===== src/rtl/wisc_ctrl_pkg.sv =====
// Shared opcode constants and the per-instruction control bundle for the WISC
// control path, used by both the single-cycle and the pipelined builds.
package wisc_ctrl_pkg;

   localparam int OPC_LW  = 8;
   localparam int OPC_SW  = 9;
   localparam int OPC_B   = 12;
   localparam int OPC_BR  = 13;
   localparam int OPC_PCS = 14;
   localparam int OPC_HLT = 15;

   typedef struct packed {
      logic memread;
      logic memtoreg;
      logic memwrite;
      logic alusrc;
      logic regwrite;
      logic is_hlt;
   } ctrl_t;

   localparam ctrl_t CTRL_BUBBLE = '0;

endpackage


===== src/rtl/pipelined_control_unit_if.sv =====
// ID-stage inputs and per-stage control outputs exchanged between the datapath
// (master) and the pipelined control unit (slave).
interface pipelined_control_unit_if #(
   parameter int INSTR_W = 16,
   parameter int RADDR_W = 4
);
   logic               id_valid;
   logic [INSTR_W-1:0] id_instr;
   logic               ex_flush;
   logic               id_stall;
   logic               ex_alusrc;
   logic               ex_memread;
   logic [RADDR_W-1:0] ex_rd;
   logic               mem_memread;
   logic               mem_memwrite;
   logic               wb_regwrite;
   logic               wb_memtoreg;
   logic [RADDR_W-1:0] wb_rd;
   logic               halted;

   modport master (
      output id_valid, id_instr, ex_flush,
      input  id_stall, ex_alusrc, ex_memread, ex_rd, mem_memread, mem_memwrite,
             wb_regwrite, wb_memtoreg, wb_rd, halted
   );

   modport slave (
      input  id_valid, id_instr, ex_flush,
      output id_stall, ex_alusrc, ex_memread, ex_rd, mem_memread, mem_memwrite,
             wb_regwrite, wb_memtoreg, wb_rd, halted
   );
endinterface


===== src/rtl/ctrl_decode.sv =====
// Pure combinational opcode decoder: control bundle plus which register source
// fields the instruction actually reads (for hazard detection).
module ctrl_decode
   import wisc_ctrl_pkg::*;
#(
   parameter int OPC_W = 4
) (
   input  logic [OPC_W-1:0] opc,
   input  logic             valid,
   output ctrl_t            ctrl,
   output logic             rs_used,
   output logic             rt_used
);

   always_comb begin
      ctrl    = CTRL_BUBBLE;
      rs_used = 1'b0;
      rt_used = 1'b0;
      if (valid) begin
         ctrl.memread  = (opc == OPC_W'(OPC_LW));
         ctrl.memtoreg = (opc == OPC_W'(OPC_LW));
         ctrl.memwrite = (opc == OPC_W'(OPC_SW));
         ctrl.alusrc   = opc inside {OPC_W'(4), OPC_W'(5), OPC_W'(6), OPC_W'(OPC_LW),
                                     OPC_W'(OPC_SW), OPC_W'(OPC_B), OPC_W'(OPC_BR),
                                     OPC_W'(OPC_PCS)};
         ctrl.regwrite = !(opc inside {OPC_W'(OPC_SW), OPC_W'(OPC_B), OPC_W'(OPC_BR),
                                       OPC_W'(OPC_HLT)});
         ctrl.is_hlt   = (opc == OPC_W'(OPC_HLT));
         // SW reads rt as its store data, so it counts as an rt consumer.
         rs_used = !(opc inside {OPC_W'(10), OPC_W'(11), OPC_W'(OPC_B), OPC_W'(OPC_PCS),
                                 OPC_W'(OPC_HLT)});
         rt_used = opc inside {OPC_W'(0), OPC_W'(1), OPC_W'(2), OPC_W'(3), OPC_W'(7),
                               OPC_W'(OPC_SW)};
      end
   end

endmodule


===== src/rtl/pipelined_control_unit.sv =====
// Decodes the ID instruction, carries its control bits through ID/EX, EX/MEM and
// MEM/WB, and handles load-use interlock, branch flush and halt sequencing.
module pipelined_control_unit
   import wisc_ctrl_pkg::*;
#(
   parameter int INSTR_W        = 16,
   parameter int OPC_W          = 4,
   parameter int RADDR_W        = 4,
   parameter int LOAD_USE_STALL = 1
) (
   input  logic                    clk,
   input  logic                    rst,
   pipelined_control_unit_if.slave bus
);

   typedef struct packed {
      ctrl_t              ctrl;
      logic [RADDR_W-1:0] rd;
      logic               valid;
   } stage_t;

   localparam stage_t STAGE_BUBBLE = '0;

   logic [OPC_W-1:0]   id_opc;
   logic [RADDR_W-1:0] id_rd;
   logic [RADDR_W-1:0] id_rs;
   logic [RADDR_W-1:0] id_rt;
   ctrl_t              id_ctrl;
   logic               id_rs_used;
   logic               id_rt_used;

   stage_t idex_reg, idex_next;
   stage_t exmem_reg;
   stage_t memwb_reg;
   logic   hlt_seen_reg, hlt_seen_next;
   logic   halted_reg, halted_next;
   logic   load_use;
   logic   stall;
   logic   wb_unused;

   assign id_opc = bus.id_instr[INSTR_W-1 -: OPC_W];
   assign id_rd  = bus.id_instr[3*RADDR_W-1 -: RADDR_W];
   assign id_rs  = bus.id_instr[2*RADDR_W-1 -: RADDR_W];
   assign id_rt  = bus.id_instr[RADDR_W-1:0];

   ctrl_decode #(
      .OPC_W(OPC_W)
   ) u_decode (
      .opc     (id_opc),
      .valid   (bus.id_valid),
      .ctrl    (id_ctrl),
      .rs_used (id_rs_used),
      .rt_used (id_rt_used)
   );

   // R0 is hardwired zero, so a load targeting it never creates a dependency.
   always_comb begin
      load_use = (LOAD_USE_STALL != 0) && bus.id_valid && idex_reg.valid
                 && idex_reg.ctrl.memread && (idex_reg.rd != '0)
                 && ((id_rs_used && (id_rs == idex_reg.rd))
                     || (id_rt_used && (id_rt == idex_reg.rd)));
      stall    = !rst && !bus.ex_flush && (load_use || hlt_seen_reg);
   end

   always_comb begin
      idex_next = STAGE_BUBBLE;
      if (!(rst || bus.ex_flush || stall || hlt_seen_reg || !bus.id_valid)) begin
         idex_next.ctrl  = id_ctrl;
         idex_next.rd    = id_rd;
         idex_next.valid = 1'b1;
      end
      hlt_seen_next = hlt_seen_reg || idex_next.ctrl.is_hlt;
      // The halt marker has retired once it is in MEM/WB at this edge.
      halted_next   = halted_reg || memwb_reg.ctrl.is_hlt;
   end

   always_ff @(posedge clk) begin
      if (rst) begin
         idex_reg     <= STAGE_BUBBLE;
         exmem_reg    <= STAGE_BUBBLE;
         memwb_reg    <= STAGE_BUBBLE;
         hlt_seen_reg <= 1'b0;
         halted_reg   <= 1'b0;
      end else begin
         idex_reg     <= idex_next;
         exmem_reg    <= idex_reg;
         memwb_reg    <= exmem_reg;
         hlt_seen_reg <= hlt_seen_next;
         halted_reg   <= halted_next;
      end
   end

   assign bus.id_stall     = stall;
   assign bus.ex_alusrc    = idex_reg.ctrl.alusrc;
   assign bus.ex_memread   = idex_reg.ctrl.memread;
   assign bus.ex_rd        = idex_reg.rd;
   assign bus.mem_memread  = exmem_reg.ctrl.memread;
   assign bus.mem_memwrite = exmem_reg.ctrl.memwrite;
   assign bus.wb_regwrite  = memwb_reg.ctrl.regwrite;
   assign bus.wb_memtoreg  = memwb_reg.ctrl.memtoreg;
   assign bus.wb_rd        = memwb_reg.rd;
   assign bus.halted       = halted_reg;

   // Control bits that have no consumer once the instruction reaches WB.
   assign wb_unused = ^{memwb_reg.ctrl.memread, memwb_reg.ctrl.memwrite,
                        memwb_reg.ctrl.alusrc, memwb_reg.valid};

endmodule


===== src/flat_wrapper.sv =====
// flat-port wrapper written by rule: the top's interface ports become plain ports
module pipelined_control_unit_flat import wisc_ctrl_pkg::*;
#(
   parameter int INSTR_W        = 16,
   parameter int OPC_W          = 4,
   parameter int RADDR_W        = 4,
   parameter int LOAD_USE_STALL = 1
)
  (clk, rst, bus_id_valid, bus_id_instr, bus_ex_flush, bus_id_stall, bus_ex_alusrc, bus_ex_memread, bus_ex_rd, bus_mem_memread, bus_mem_memwrite, bus_wb_regwrite, bus_wb_memtoreg, bus_wb_rd, bus_halted);
  pipelined_control_unit_if #(.INSTR_W(INSTR_W), .RADDR_W(RADDR_W)) bus_i ();
  input  logic clk;
  input  logic rst;
  input wire logic [$bits(bus_i.id_valid)-1:0] bus_id_valid;
  input wire logic [$bits(bus_i.id_instr)-1:0] bus_id_instr;
  input wire logic [$bits(bus_i.ex_flush)-1:0] bus_ex_flush;
  output wire logic [$bits(bus_i.id_stall)-1:0] bus_id_stall;
  output wire logic [$bits(bus_i.ex_alusrc)-1:0] bus_ex_alusrc;
  output wire logic [$bits(bus_i.ex_memread)-1:0] bus_ex_memread;
  output wire logic [$bits(bus_i.ex_rd)-1:0] bus_ex_rd;
  output wire logic [$bits(bus_i.mem_memread)-1:0] bus_mem_memread;
  output wire logic [$bits(bus_i.mem_memwrite)-1:0] bus_mem_memwrite;
  output wire logic [$bits(bus_i.wb_regwrite)-1:0] bus_wb_regwrite;
  output wire logic [$bits(bus_i.wb_memtoreg)-1:0] bus_wb_memtoreg;
  output wire logic [$bits(bus_i.wb_rd)-1:0] bus_wb_rd;
  output wire logic [$bits(bus_i.halted)-1:0] bus_halted;
  assign bus_i.id_valid = bus_id_valid;
  assign bus_i.id_instr = bus_id_instr;
  assign bus_i.ex_flush = bus_ex_flush;
  assign bus_id_stall = bus_i.id_stall;
  assign bus_ex_alusrc = bus_i.ex_alusrc;
  assign bus_ex_memread = bus_i.ex_memread;
  assign bus_ex_rd = bus_i.ex_rd;
  assign bus_mem_memread = bus_i.mem_memread;
  assign bus_mem_memwrite = bus_i.mem_memwrite;
  assign bus_wb_regwrite = bus_i.wb_regwrite;
  assign bus_wb_memtoreg = bus_i.wb_memtoreg;
  assign bus_wb_rd = bus_i.wb_rd;
  assign bus_halted = bus_i.halted;
  pipelined_control_unit #(.INSTR_W(INSTR_W), .OPC_W(OPC_W), .RADDR_W(RADDR_W), .LOAD_USE_STALL(LOAD_USE_STALL)) u_core (.clk(clk), .rst(rst), .bus(bus_i));
endmodule

===== config.mk =====
export PLATFORM = sky130hd
export DESIGN_NAME = pipelined_control_unit_flat
export DESIGN_NICKNAME = d
export VERILOG_FILES = /design/src/rtl/wisc_ctrl_pkg.sv /design/src/rtl/pipelined_control_unit_if.sv /design/src/rtl/ctrl_decode.sv /design/src/rtl/pipelined_control_unit.sv /design/src/flat_wrapper.sv
export SDC_FILE = /design/constraint.sdc
export NUM_CORES = 1
export LEC_CHECK = 0
export CORE_MARGIN = 2
export CORE_UTILIZATION = 38
export DETAILED_ROUTE_END_ITERATION = 7
export MAX_ROUTING_LAYER = met4
export PLACE_DENSITY = 0.66
export SYNTH_ARGS = -nofsm -noshare
export SYNTH_HDL_FRONTEND = slang
export SYNTH_HIERARCHICAL = 1
export SYNTH_SLANG_ARGS = --single-unit

===== constraint.sdc =====
create_clock -name clk -period 4.2 [get_ports clk]
set_input_delay 0.63 -clock clk [delete_from_list [all_inputs] [get_ports clk]]
set_output_delay 0.63 -clock clk [all_outputs]
set_load 0.03 [all_outputs]

; ---- Word-level counts from Yosys, hierarchy flattened
; Cells that the tools add are included.
[totals]
register_bits = 27
input_bits = 20
out_inout_bits = 16
[op_classes]
n_eq_ne = 17
muxes = 4
bitwise_logic = 1
n_reduce_logical = 29
[ops]
columns = cell, count
row1 = $eq 4x4->1 const B, 8
row2 = $eq 4x3->1 const B, 4
row3 = $eq 4x2->1 const B, 2
row4 = $eq 4x4->1, 2
row5 = $logic_and 1x1->1, 8
row6 = $logic_or 1x1->1, 8
row7 = $reduce_bool 4->1, 2
row8 = $reduce_bool 8->1, 1
row9 = $mux 6, 1
row10 = $reduce_bool 6->1, 1
row11 = $logic_not 1->1, 5
row12 = $reduce_bool 5->1, 1
row13 = $eq 4x1->1 const B, 1
row14 = $logic_not 4->1, 1
row15 = $mux 1, 3
row16 = $reduce_or 3->1, 1
row17 = $reduce_or 2->1, 1
row18 = $not 1->1, 1

; ---- Depth between registers and ports, before layout
[logic_depth]
word_depth = 14
mapped_depth = 6
depth_no_buf = 5

; ---- Modules after synthesis
; The synthesis kept the hierarchy.
[modules_own_cells]
columns = mod, n_inst, cells_per_inst, area_each_um2
row1 = pipelined_control_unit, 1, 101, 1114.8
row2 = ctrl_decode, 1, 19, 116.4

; ---- Worst setup path after synthesis
; Ideal clock, no wire load.
[synth_timing]
path_kind = input to output
start = in bus_id_instr[0]
end = out bus_id_stall
arrival_ps = 1505
setup_slack_ps = 2065
cell_stages = 4
path_cell_list = xor2_1 nor3_1 and4_4 o31a_1
[synth_via]
elab_chain_len = 6
[synth_lines]
columns = item, line
row1 = from (decl), flat_wrapper.sv:14  ; input wire logic [$bits(bus_i.id_instr)-1:0] bus_id_instr;
row2 = $eq 4x4->1, pipelined_control_unit.sv:61  ; || (id_rt_used && (id_rt == idex_reg.rd)));
row3 = $logic_and 1x1->1, pipelined_control_unit.sv:61
row4 = $logic_or 1x1->1, pipelined_control_unit.sv:61
row5 = $logic_and 1x1->1, pipelined_control_unit.sv:60  ; && ((id_rs_used && (id_rs == idex_reg.rd))
row6 = $logic_or 1x1->1, pipelined_control_unit.sv:62  ; stall = !rst && !bus.ex_flush && (load_use || hlt_seen_reg);
row7 = $logic_and 1x1->1, pipelined_control_unit.sv:62
row8 = to (decl), flat_wrapper.sv:16  ; output wire logic [$bits(bus_i.id_stall)-1:0] bus_id_stall;
; No other way between the ends.

; ---- Worst setup path after layout
[layout_timing]
start = in bus_id_instr[13]
end = out bus_id_stall
[layout_via]
elab_cells_between_ends = 22
[layout_rtl]
columns = item, line
row1 = "$eq 4x1->1, or another cell as far along", ctrl_decode.sv:32  ; rt_used = opc inside {OPC_W'(0), OPC_W'(1), OPC_W'(2), OPC_W'(3), OPC_W'(7),
row2 = $reduce_bool 6->1 *, ctrl_decode.sv:32
row3 = $mux 1 *, ctrl_decode.sv:19  ; if (valid) begin
row4 = net u_core.id_rt_used, pipelined_control_unit.sv:30  ; logic id_rt_used;
row5 = $logic_and 1x1->1 *, pipelined_control_unit.sv:61
row6 = $logic_or 1x1->1 *, pipelined_control_unit.sv:61
row7 = $logic_and 1x1->1 *, pipelined_control_unit.sv:60
row8 = $logic_or 1x1->1 *, pipelined_control_unit.sv:62
row9 = $logic_and 1x1->1 *, pipelined_control_unit.sv:62
; The timed path passes the listed nets; every way through them passes the cells marked *.

==> flow_metrics.env <==
export IMPL_path_class="in -> out"
export IMPL_ys_ff_latch=29
export IMPL_synth_area_um2=1230
export IMPL_cp_required_ns=3.57
export IMPL_seq_area_frac_synth=0.472
export IMPL_drv_slew=0
export IMPL_coreArea_um2=3080
export IMPL_num_nets_final=169
export IMPL_initial_core_util=0.400
export IMPL_synthArstFlopShare=0
export IMPL_cts_hold_buffers=0
export IMPL_wl_per_cell_um=12.2
export IMPL_clock_latency_ns=0.32
export IMPL_cp_end_kind="primary output"
export IMPL_powerDensity_nw_per_um2=323
export IMPL_synthDistinctLibCells=28
export IMPL_drtIter0Drc=22
export IMPL_final_core_util=0.525
export IMPL_dr_total_vias=894
export IMPL_io_buffer_count=35
export IMPL_cts_buffers=5
export IMPL_hold_viol=0
export IMPL_status="finished, final reports clean"
export IMPL_timing_final_crit_period_ns=3.48
export IMPL_cts_tree="built"
export IMPL_ios=36
export IMPL_routed_wl_um=2370
export IMPL_wl_met1_um=1040
export IMPL_grt_pass1_wl_um=3680
export IMPL_hpwlAfterDp_um=1650
export IMPL_drcViolationCount=0
export IMPL_grt_max_degree=20
export IMPL_power_leakage_nw=0.596
export IMPL_largest_reg_flops=7
export IMPL_holdCritPathClass="reg -> reg"
export IMPL_grt_ovfl_total=0
export IMPL_synth_top_area_share=0.472
export IMPL_syn_nets=140
export IMPL_hold_slack_ns=0.440
export IMPL_wl_met2_um=1190
export IMPL_synth_edf_count=0
export IMPL_cts_resized=0
export IMPL_ys_top_cells_by_count="dfxtp_1, nor2b_1, nand2_1"
export IMPL_clock_skew_final_ns=0.00543
export IMPL_tightest_slew_ns=0.700
export IMPL_synthCells=120
export IMPL_yosys_warnings=6
export IMPL_htreeDepth=2
export IMPL_fin_crit_sh=0.828
export IMPL_avgSynthCellArea_um2=10.3
export IMPL_max_cap_viol_count=0
export IMPL_reg2reg_setup_slack_ns=2.73
export IMPL_synth_ff_type="dfxtp_1"
export IMPL_grt_pass1_vias=835
export IMPL_die_h_um=60.9
export IMPL_grt_usage=0.144
export IMPL_cts_root_buf="clkbuf_4"
export IMPL_cp_max_fo=13
export IMPL_min_from="u_core/idex_reg[5]$_SDFF_PP0_"
export IMPL_std_cell_rows=20
export IMPL_place_gp_congestion=0.809
export IMPL_clock_sinks=29
export IMPL_dr_pass1_iters=4
export IMPL_yosys_top_cells_area="dfxtp_1, nor4_2, nor2b_1"
export IMPL_antenna_found_initial=0
export IMPL_finalPower_uw=522
export IMPL_drtAntennaViolNets=0
export IMPL_max_slew_margin=0.533
export IMPL_setup_tns_ns=0
export IMPL_path_clk_slew_ns=0.09
export IMPL_startpoint="bus_id_instr[13]"
export IMPL_setup_violations=0
export IMPL_die_area_um2=3710
export IMPL_clk_path_buf_depth=2
export IMPL_top_layer="met4"
export IMPL_diodes=0
export IMPL_final_cell_area_um2=1620
export IMPL_r2r_start="u_core/bus.ex_rd[0]$_SDFF_PP0_"
export IMPL_clock_fmax_ghz=0.287
export IMPL_area_delta_synth_final_pct=31.2
export IMPL_viasPerCell=4.61
export IMPL_yosysMostFrequentCell="dfxtp_1"
export IMPL_die_x_um=60.9
export IMPL_cp_arrival_ns=2.85
export IMPL_postPlaceCellArea_um2=1550
export IMPL_post_cts_buffers=0
export IMPL_rsz0062_at_grt="false"
export IMPL_start_kind="input port"
export IMPL_max_vdd_ir_drop_mv=0.174
export IMPL_drive_above_1_share=0.167
export IMPL_yosys_area_top_type="dfxtp_1"
export IMPL_met3_length_um=123
## worst paths after layout
check                                   endpoint  depth (start not counted)
setup / recovery                    bus_id_stall                          7
hold / removal    u_core/exmem_reg[5]$_SDFF_PP0_                          1
setup reg to reg  u_core/hlt_seen_reg$_SDFF_PP0_                          4
hold reg to reg   u_core/exmem_reg[5]$_SDFF_PP0_                          1
## layer usage
metal | track usage | vias up
li1 | - | 450
met1 | 0.171 | 417
met2 | 0.223 | 23
met3 | 0.0469 | 4
met4 | 0.0652 | 0
met5 | - | -
## cells in the final DEF, fill, tap and decap left out, types with 4 or more instances in the layout
| cell | instances |
|---|---|
| clkdlybuf4s50_1 | 35 |
| dfxtp_1 | 29 |
| nor2b_1 | 18 |
| nand2_1 | 11 |
| nor4_2 | 10 |
| nor2_1 | 6 |
| xor2_1 | 6 |
| clkbuf_4 | 5 |
| nor3_1 | 4 |
## cells by family after synthesis
group	Yosys count	synth area share
AO/OA/AOI/OAI	6	0.0376
multiplexers	1	0.00813
AND/OR/NAND/NOR	58	0.327
flip-flops	29	0.472
adder cells (fa/ha/maj)	1	0.00915
buffers and inverters	17	0.0894
XOR/XNOR	8	0.0569
## critical path, stage by stage
cell and delay (ns):
clkdlybuf4s50_1 0.60, mux2i_1 0.22, a21oi_1 0.09, nor2b_1 0.12
and4_4 0.37, o31a_1 0.17, clkdlybuf4s50_1 0.66
## power by group
part | switching (mW) | internal (mW)
clock | 0.0932 | 0.0969
combinational | 0.0222 | 0.0290
sequential | 0.00271 | 0.278
## metrics by stage
step | setup slack [ns] | cells
2_1_floorplan | 2.07 | 120
3_3_place_gp | 0.781 | 186
3_5_place_dp | 0.717 | 186
4_1_cts | 0.717 | 194
5_1_grt | 0.611 | 194
6_report | 0.721 | 194
## final cells by class
cell class              count  area, um2
clock buffers               7       65.1
flip-flops and latches     29        581
multi-input cells          74        541
well taps                  44       55.1
repair buffers             36        358
fillers                   296       1460
clock inverters             1       5.00
inverters                   3       11.3
No activity file was read; power rests on OpenSTA's default activity.
